### src/rtl/nanov_shift_seq_if.sv
// Request, serial-stream and result signals of the bit-serial shift sequencer.
// The master modport is the issuing/consuming side; the slave modport is the sequencer.
interface nanov_shift_seq_if;
    logic        in_valid;
    logic        in_ready;
    logic [3:0]  in_op;
    logic [31:0] in_a;
    logic [4:0]  in_b;
    logic        abort;
    logic        bit_valid;
    logic        bit_out;
    logic        busy;
    logic        out_valid;
    logic        out_ready;
    logic [31:0] out_d;
    logic        out_err;

    modport master (
        output in_valid, in_op, in_a, in_b, abort, out_ready,
        input  in_ready, bit_valid, bit_out, busy, out_valid, out_d, out_err
    );

    modport slave (
        input  in_valid, in_op, in_a, in_b, abort, out_ready,
        output in_ready, bit_valid, bit_out, busy, out_valid, out_d, out_err
    );
endinterface

### src/rtl/nanov_shift_seq.sv
// Bit-serial RV32 SLL/SRL/SRA sequencer: one result bit per cycle over 32 cycles,
// streamed LSB first and assembled into a parallel result.
module nanov_shift_seq #(
    parameter bit ZERO_SHAMT_FAST = 1'b0
) (
    input logic              clk,
    input logic              rst,
    nanov_shift_seq_if.slave bus
);

    localparam logic [1:0] ST_IDLE  = 2'd0;
    localparam logic [1:0] ST_SHIFT = 2'd1;
    localparam logic [1:0] ST_DONE  = 2'd2;

    localparam logic [3:0] OP_SLL = 4'b0001;
    localparam logic [3:0] OP_SRL = 4'b0101;
    localparam logic [3:0] OP_SRA = 4'b1101;

    logic [1:0]  state_q, state_d;
    logic [4:0]  cnt_q, cnt_d;
    logic [31:0] a_q, a_d;
    logic [4:0]  b_q, b_d;
    logic        right_q, right_d;
    logic        fill_q, fill_d;
    logic [31:0] res_q, res_d;
    logic        err_q, err_d;

    logic        op_legal;
    logic [5:0]  pos_sum;
    logic        shift_bit;
    logic        shift_en;

    // Only the direction and the fill value matter once an op is accepted; the
    // fill is the sign captured at accept since a_q is consumed as it shifts.
    always_comb begin
        op_legal = (bus.in_op == OP_SLL) || (bus.in_op == OP_SRL) || (bus.in_op == OP_SRA);
        pos_sum  = {1'b0, cnt_q} + {1'b0, b_q};

        if (right_q) begin
            shift_bit = (pos_sum > 6'd31) ? fill_q : a_q[b_q];
            shift_en  = (pos_sum <= 6'd31);
        end else begin
            shift_bit = (cnt_q < b_q) ? 1'b0 : a_q[0];
            shift_en  = (cnt_q >= b_q);
        end
    end

    always_comb begin
        state_d = state_q;
        cnt_d   = cnt_q;
        a_d     = a_q;
        b_d     = b_q;
        right_d = right_q;
        fill_d  = fill_q;
        res_d   = res_q;
        err_d   = err_q;

        case (state_q)
            ST_IDLE: begin
                if (bus.in_valid) begin
                    a_d     = bus.in_a;
                    b_d     = bus.in_b;
                    right_d = bus.in_op[2];
                    fill_d  = bus.in_op[3] & bus.in_a[31];
                    cnt_d   = 5'd0;
                    res_d   = 32'd0;
                    err_d   = 1'b0;
                    if (!op_legal) begin
                        err_d   = 1'b1;
                        state_d = ST_DONE;
                    end else if (ZERO_SHAMT_FAST && (bus.in_b == 5'd0)) begin
                        res_d   = bus.in_a;
                        state_d = ST_DONE;
                    end else begin
                        state_d = ST_SHIFT;
                    end
                end
            end

            ST_SHIFT: begin
                if (bus.abort) begin
                    state_d = ST_IDLE;
                end else begin
                    res_d = {shift_bit, res_q[31:1]};
                    if (shift_en) begin
                        a_d = {1'b0, a_q[31:1]};
                    end
                    cnt_d = cnt_q + 5'd1;
                    if (cnt_q == 5'd31) begin
                        state_d = ST_DONE;
                    end
                end
            end

            ST_DONE: begin
                if (bus.abort || bus.out_ready) begin
                    state_d = ST_IDLE;
                end
            end

            default: begin
                state_d = ST_IDLE;
            end
        endcase
    end

    always_ff @(posedge clk) begin
        if (rst) begin
            state_q <= ST_IDLE;
            cnt_q   <= 5'd0;
            a_q     <= 32'd0;
            b_q     <= 5'd0;
            right_q <= 1'b0;
            fill_q  <= 1'b0;
            res_q   <= 32'd0;
            err_q   <= 1'b0;
        end else begin
            state_q <= state_d;
            cnt_q   <= cnt_d;
            a_q     <= a_d;
            b_q     <= b_d;
            right_q <= right_d;
            fill_q  <= fill_d;
            res_q   <= res_d;
            err_q   <= err_d;
        end
    end

    assign bus.in_ready  = (state_q == ST_IDLE);
    assign bus.busy      = (state_q != ST_IDLE);
    assign bus.bit_valid = (state_q == ST_SHIFT);
    assign bus.bit_out   = (state_q == ST_SHIFT) & shift_bit;
    assign bus.out_valid = (state_q == ST_DONE);
    assign bus.out_d     = res_q;
    assign bus.out_err   = (state_q == ST_DONE) & err_q;

endmodule

### src/flat_wrapper.sv
// flat-port wrapper written by rule: the top's interface ports become plain ports
module nanov_shift_seq_flat 
#(
    parameter bit ZERO_SHAMT_FAST = 1'b0
)
  (clk, rst, bus_in_valid, bus_in_op, bus_in_a, bus_in_b, bus_abort, bus_out_ready, bus_in_ready, bus_bit_valid, bus_bit_out, bus_busy, bus_out_valid, bus_out_d, bus_out_err);
  nanov_shift_seq_if bus_i ();
  input logic clk;
  input logic rst;
  input wire logic [$bits(bus_i.in_valid)-1:0] bus_in_valid;
  input wire logic [$bits(bus_i.in_op)-1:0] bus_in_op;
  input wire logic [$bits(bus_i.in_a)-1:0] bus_in_a;
  input wire logic [$bits(bus_i.in_b)-1:0] bus_in_b;
  input wire logic [$bits(bus_i.abort)-1:0] bus_abort;
  input wire logic [$bits(bus_i.out_ready)-1:0] bus_out_ready;
  output wire logic [$bits(bus_i.in_ready)-1:0] bus_in_ready;
  output wire logic [$bits(bus_i.bit_valid)-1:0] bus_bit_valid;
  output wire logic [$bits(bus_i.bit_out)-1:0] bus_bit_out;
  output wire logic [$bits(bus_i.busy)-1:0] bus_busy;
  output wire logic [$bits(bus_i.out_valid)-1:0] bus_out_valid;
  output wire logic [$bits(bus_i.out_d)-1:0] bus_out_d;
  output wire logic [$bits(bus_i.out_err)-1:0] bus_out_err;
  assign bus_i.in_valid = bus_in_valid;
  assign bus_i.in_op = bus_in_op;
  assign bus_i.in_a = bus_in_a;
  assign bus_i.in_b = bus_in_b;
  assign bus_i.abort = bus_abort;
  assign bus_i.out_ready = bus_out_ready;
  assign bus_in_ready = bus_i.in_ready;
  assign bus_bit_valid = bus_i.bit_valid;
  assign bus_bit_out = bus_i.bit_out;
  assign bus_busy = bus_i.busy;
  assign bus_out_valid = bus_i.out_valid;
  assign bus_out_d = bus_i.out_d;
  assign bus_out_err = bus_i.out_err;
  nanov_shift_seq #(.ZERO_SHAMT_FAST(ZERO_SHAMT_FAST)) u_core (.clk(clk), .rst(rst), .bus(bus_i));
endmodule
### config.mk
export PLATFORM = sky130hd
export DESIGN_NAME = nanov_shift_seq_flat
export DESIGN_NICKNAME = d
export VERILOG_FILES = /design/src/rtl/nanov_shift_seq_if.sv /design/src/rtl/nanov_shift_seq.sv /design/src/flat_wrapper.sv
export SDC_FILE = /design/constraint.sdc
export NUM_CORES = 1
export LEC_CHECK = 0
export ABC_AREA = 1
export CAP_MARGIN = 15
export CORE_MARGIN = 5
export CORE_UTILIZATION = 29
export CTS_CLUSTER_DIAMETER = 200
export CTS_CLUSTER_SIZE = 30
export DETAILED_ROUTE_END_ITERATION = 12
export HOLD_SLACK_MARGIN = 0.03
export PLACE_DENSITY_LB_ADDON = 0.15
export SLEW_MARGIN = 20
export SYNTH_ARGS = -nofsm -noshare
export SYNTH_HDL_FRONTEND = slang
export SYNTH_SLANG_ARGS = --single-unit
### constraint.sdc
create_clock -name clk -period 2 [get_ports clk]
set_clock_uncertainty 0.05 [all_clocks]
set_input_delay 0.4 -clock clk [delete_from_list [all_inputs] [get_ports clk]]
set_output_delay 0.4 -clock clk [all_outputs]
set_load 0.05 [all_outputs]
Word-level counts from Yosys, hierarchy flattened
Index checks and enable logic that the tools add are counted.

operators by class
  $add $sub $neg = 2
  multipliers = 0
  divide/modulo/power cells = 0
  magnitude comparators = 5
  equality and inequality tests = 11
  shift-type cells = 0
  multiplexer cells = 23
  bitwise logic cells = 3
  reduce and logical (&&, ||, !) cells = 10

operators with widths
  kind                 number
  $mux 32              5
  $pmux 32 s2          2
  $mux 2               5
  $mux 5               2
  $pmux 5 s2           1
  $add 5x5->6          1
  $gt 6x5->1 const B   1
  $le 6x5->1 const B   1
  $lt 5x6->1 const B   1
  $mux 1               6
  $pmux 2 s3           1
  $reduce_and 3->1     2
  $add 5x1->5 const B  1
  $bmux 1 s5           1
  $eq 5x5->1 const B   1
  $ge 5x5->1           1
  $lt 5x5->1           1
  $eq 4x1->1 const B   1
  $eq 4x3->1 const B   1
  $eq 4x4->1 const B   1
  $ne 2x1->1 const B   2
  $ne 2x2->1 const B   2
  $reduce_and 4->1     1
  $reduce_bool 2->1    2
  7 further kinds      11

storage, ports and cells
  register bits after elaboration = 79
  bits in latches = 0
  bits in writable memories = 0
  ROM bits = 0
  bits of input ports = 46
  output and inout port bits = 38
  logic and storage cells = 62
  memories = 0

Logic depth before layout (Yosys ltp)
  depth in word-level cells = 6
  mapped depth = 13
  depth with buffers taken out = 12

Least setup slack after synthesis
No wires, ideal clock.

  kind = register to output
  start point = register u_core.b_q[1]
  end point = output port bus_bit_out
  arrival time = 1757 ps
  data required time = 1550 ps
  slack = -207 ps
  stages on the path, launching flop included = 14
  path buffers = 1
  path through = dfxtp_1 -> buf_2 -> inv_2 -> ha_1 -> nand2_1 -> nor2_1 -> nand2_1 -> nand3_1 -> nand2_1 -> nand2_1 -> nand2_1 -> nor2_1 -> nand2_1 -> inv_1

on the way
  longest elaborated chain between the ends = 5
  elaborated cells between the ends (all ways) = 9
  classes of those cells = 1 x add/sub; 2 x order compare; 5 x mux; 1 x bitwise

ends and longest elaborated chain
  element                                    line                                          text
  start: declaration                         nanov_shift_seq.sv:22                         logic [4:0] b_q, b_d;
  start signal: assignment                   nanov_shift_seq.sv:112                        b_q <= 5'd0;
  start signal: assignment                   nanov_shift_seq.sv:121                        b_q <= b_d;
  $add 5x5->6 or $bmux 1 s5 (tied branches)  nanov_shift_seq.sv:37, nanov_shift_seq.sv:40
  $gt 6x5->1 or $mux 1 (tied branches)       nanov_shift_seq.sv:40                         shift_bit = (pos_sum > 6'd31) ? fill_q : a_q[b_q];
  $mux 1                                     nanov_shift_seq.sv:40
  $mux 1 (*)                                 nanov_shift_seq.sv:39                         if (right_q) begin
  $and 1x1->1 (*)                            nanov_shift_seq.sv:132                        assign bus.bit_out = (state_q == ST_SHIFT) & shift_bit;
  end: declaration                           flat_wrapper.sv:18                            output wire logic [$bits(bus_i.bit_out)-1:0] bus_bit_out;

Every way passes the cells marked *; elsewhere a longest branch is shown, timed or not. The select of a mux whose other input is x is not followed.

Worst setup path in the final report
  start point = register u_core.b_q[4]
  end point = output port bus_bit_out

The elaborated chain is that of the path after synthesis.

==> tab_implementation.tex <==
\begin{tabular}{lr}
\hline
Metric & Value \\
\hline
\multicolumn{2}{l}{\textbf{Layout}} \\
Area of all placed cells without fillers & 0.005669 mm2 \\
Antenna cell count & 0 \\
Commonest cells after routing, fill and taps aside & sky130\_fd\_sc\_hd\_\_nand2\_1, sky130\_fd\_sc\_hd\_\_a21oi\_1, sky130\_fd\_sc\_hd\_\_dfxtp\_1 \\
Multi-input gate area in the final layout & 0.002172 mm2 \\
Area taken by flip-flops and latches & 0.001589 mm2 \\
Commonest non-fill, non-tap cell in the layout & sky130\_fd\_sc\_hd\_\_nand2\_1 \\
Filler cell count in the final layout & 1404 \\
Layout overhead on the synthesized area & 44.85\% \\
Total number of nets in the final design & 733 \\
Final standard cell count with taps included and fillers excluded & 856 \\
Final Core Density & 42.81\% \\
Share of final-layout standard cells stronger than drive strength 1 & 15.44\% \\
\multicolumn{2}{l}{\textbf{Critical path}} \\
Length in cells of the worst reg-to-reg path & 13 \\
CP Max Fanout & 4 \\
Worst r2r src & u\_core.b\_q[2] \\
Start-to-end type of the worst setup path & register to primary output \\
Setup slack, reg-to-reg & -0.02 ns \\
Endpoint class of the critical path & primary output \\
Data arrival time of the critical path & 1.92 ns \\
Slowest cell on the critical path & sky130\_fd\_sc\_hd\_\_dfxtp\_2 \\
Worst-path cell chain & inv\_2, ha\_4, inv\_4, a21oi\_4, nand3\_2, nor2\_2, nand3\_2, nand2\_2, clkinvlp\_4, buf\_12 \\
CP Launch Type & register \\
Delay of the slowest critical-path stage & 0.33 ns \\
Reg-to-reg endpoint & u\_core.a\_q[8] \\
Worst path required time & 1.55 ns \\
Most common cell type on the critical path & sky130\_fd\_sc\_hd\_\_nand3\_2 \\
\multicolumn{2}{l}{\textbf{Clock tree}} \\
Sink count of the clock tree & 79 \\
TritonCTS clock tree & built \\
Max H-tree Level & 3 \\
Number of CTS-inserted buffers & 9 \\
Clock Latency Late Sink & 0.34 ns \\
Clock root buffer master & sky130\_fd\_sc\_hd\_\_clkbuf\_16 \\
Maximum number of buffers from clock root to sink & 2 \\
Clock input transition at the sequential cells of the worst setup and hold paths & 0.06 ns \\
\multicolumn{2}{l}{\textbf{Detailed routing}} \\
Routed WL per cell & 14.30 um \\
Iter 0 DRT Violations & 296 \\
Routed vias/inst & 4.848 \\
Drc violations & 0 \\
Total wire length after detailed routing & 12.24 mm \\
Antenna Nets Post-Route & 0 \\
Vias & 4150 \\
First-pass DRT Iterations & 5 \\
\multicolumn{2}{l}{\textbf{Timing}} \\
Min Clock Period, post-route & 2.367 ns \\
Unrepaired setup endpoints after global routing & yes \\
Post-layout worst setup margin & -0.3668 ns \\
Final number of hold-violating endpoints & 0 \\
Slew Limit Fails & 0 \\
Post-route clock period utilization & 118.3\% \\
Endpoints failing setup & 24 \\
Highest clock frequency the design can meet & 422.5 MHz \\
Worst slew margin & 65.69\% \\
Transition time of the tightest slew-check pin & 0.5137 ns \\
Final hold slack & 0.4261 ns \\
\multicolumn{2}{l}{\textbf{Yosys}} \\
Fraction of the mapped netlist area in adder cells & 3.836\% \\
Total number of yosys warnings & 0 \\
Simple-Gate Fraction of Synth Area & 31.65\% \\
Flip-flop and latch count after synthesis & 79 \\
Synthesized area per cell & 6.702 um2 \\
Yosys top cell by area & sky130\_fd\_sc\_hd\_\_dfxtp\_1 \\
Dominant combinational cell family by area after synthesis & simple AND/OR/NAND/NOR gates \\
Synth top area share & 40.41\% \\
Number of distinct standard cells referenced by the synthesized netlist & 28 \\
Share of the synthesized area in compound gates (AO/OA/AOI/OAI) & 16.53\% \\
Synthesized netlist net count & 642 \\
Netlist area before placement & 0.003914 mm2 \\
Sequential fraction of the synthesis area & 40.41\% \\
Gate count of the mapped netlist & 584 \\
Synth area leaders & sky130\_fd\_sc\_hd\_\_dfxtp\_1, sky130\_fd\_sc\_hd\_\_nand2\_1, sky130\_fd\_sc\_hd\_\_a21oi\_1 \\
Xor and xnor fraction of the mapped netlist area & 0\% \\
Fraction of synthesized area in multiplexers & 0\% \\
\multicolumn{2}{l}{\textbf{Placement}} \\
Final Wtd Congestion & 0.8560 \\
Instance area at placement & 0.005102 mm2 \\
Sum of net half-perimeters after detailed placement & 7.878 mm \\
Cell count after placement & 833 \\
Count of buffers inserted at the top-level ports & 83 \\
\multicolumn{2}{l}{\textbf{Global routing}} \\
Global route total overflow & 0 \\
Total Routing Usage GR & 15.26\% \\
First-pass GRT wire length & 20.13 mm \\
Via count of the first global-routing pass & 4077 \\
Number of antenna violations at the first check in global routing & 0 \\
Largest net degree at the start of global routing & 44 \\
\multicolumn{2}{l}{\textbf{Power and ir drop}} \\
Maximum vdd ir drop & 0.4222 mV \\
Leakage Power & 2.701 nW \\
Power after layout & 4.722 mW \\
Pwr per Cell Area & 833.0 mW/mm2 \\
\multicolumn{2}{l}{\textbf{Worst hold path}} \\
Worst Hold Depth & 2 \\
HP Class & register to register \\
End of the worst hold path & u\_core.a\_q[23] \\
Source of the worst hold timing path & u\_core.a\_q[23] \\
\multicolumn{2}{l}{\textbf{Floorplanning}} \\
Ports & 84 \\
Rows & 42 \\
Vert. Die Dim & 126.2 um \\
Core Box Area & 0.01324 mm2 \\
Starting density of the core & 29.55\% \\
Overall die area & 0.01592 mm2 \\
Horizontal die dimension & 126.2 um \\
\multicolumn{2}{l}{\textbf{Job}} \\
Number of max-cap violations & 0 \\
\multicolumn{2}{l}{\textbf{Status}} \\
Outcome & complete, but fails checks \\
Violated checks & negative setup slack \\
\hline
\end{tabular}
## cell usage after synthesis (all sizes together)
library cell  instances
nand2               178
dfxtp                79
a21oi                78
nand3                65
nor2                 51
o21ai                42
inv                  27
buf                  23
clkbuf               16
ha                   12
nor3                  3
a211oi                2
a32oi                 1
clkinv                1
nand4                 1
nor4                  1
o211ai                1
o21bai                1
o31ai                 1
or2                   1
## per-layer routing
metal | wire length [um] | part of all wire, % | track usage (%) | up-vias
met1 | 5594 | 46 | 19.42 | 1911
li1 | - | - | - | 2098
met5 | 0 | 0 | 0 | -
met4 | 193 | 1.6 | 5.363 | 0
met3 | 810 | 6.6 | 4.276 | 17
met2 | 5644 | 46 | 24.82 | 124
## sequential cells by signal (all words and copies together) (netlist names)
signal / count
u_core.state_q: 2
u_core.fill_q: 1
u_core.a_q: 32
u_core.b_q: 5
u_core.err_q: 1
u_core.bus.out_d: 32
u_core.right_q: 1
u_core.cnt_q: 5
## logic make-up after synthesis
logic type | after synthesis
compound gates | 126
fa+ha+maj | 12
buf+inv | 67
simple gates | 300
flops | 79
## worst max path at each step
stage / end / slack [ns] / from
4_1_cts: bus_bit_out / -0.37 / u_core.b_q[1]
3_5_place_dp: bus_bit_out / -0.12 / u_core.b_q[4]
5_1_grt: bus_bit_out / -0.47 / u_core.b_q[2]
2_1_floorplan: bus_bit_out / -0.04 / u_core.b_q[2]
6_report: bus_bit_out / -0.37 / u_core.b_q[4]
3_3_place_gp: bus_bit_out / -0.09 / u_core.b_q[4]
## power breakdown
part | leakage [nW] | switching (mW) | total, mW | internal [mW]
Sequential | 0.652 | 0.107 | 1.82 | 1.71
Combinational | 1.91 | 0.745 | 1.26 | 0.516
Clock | 0.142 | 0.680 | 1.64 | 0.963
Total | 2.70 | 1.53 | 4.72 | 3.19
## timing repair
item	in CTS	in global routing
cloned	1	1
hold buffers	0	0
gates resized for setup	15	46
pin swaps	6	13
setup endpoints to repair	33	57
buffers inserted	4	1
## cell type report
type,instances,share of cell area (%)
multi-input combinational,438,38.31
sequential,79,28.03
timing repair buffer,119,22.64
clock buffer,10,4.039
tap,176,3.884
inverter,28,2.008
clock inverter,6,1.081
## critical path, delay by kind of cell, from the launching register on
family,cells,cell delay [ns]
buffers and inverters,4,0.35
DFF,1,0.33
AOI/OAI and AO/OA,1,0.14
and+or+nand+nor,4,0.47
adders and majority gates,1,0.30
## metrics by stage
stage	setup slack, ns	TNS (ns)
2_1_floorplan	-0.03755	-0.06134
3_3_place_gp	-0.08806	-0.1479
3_5_place_dp	-0.1161	-0.8340
4_1_cts	-0.3709	-0.3722
5_1_grt	-0.4748	-3.964
6_report	-0.3668	-0.6648
Note: power is estimated with default switching activity, not from simulation.
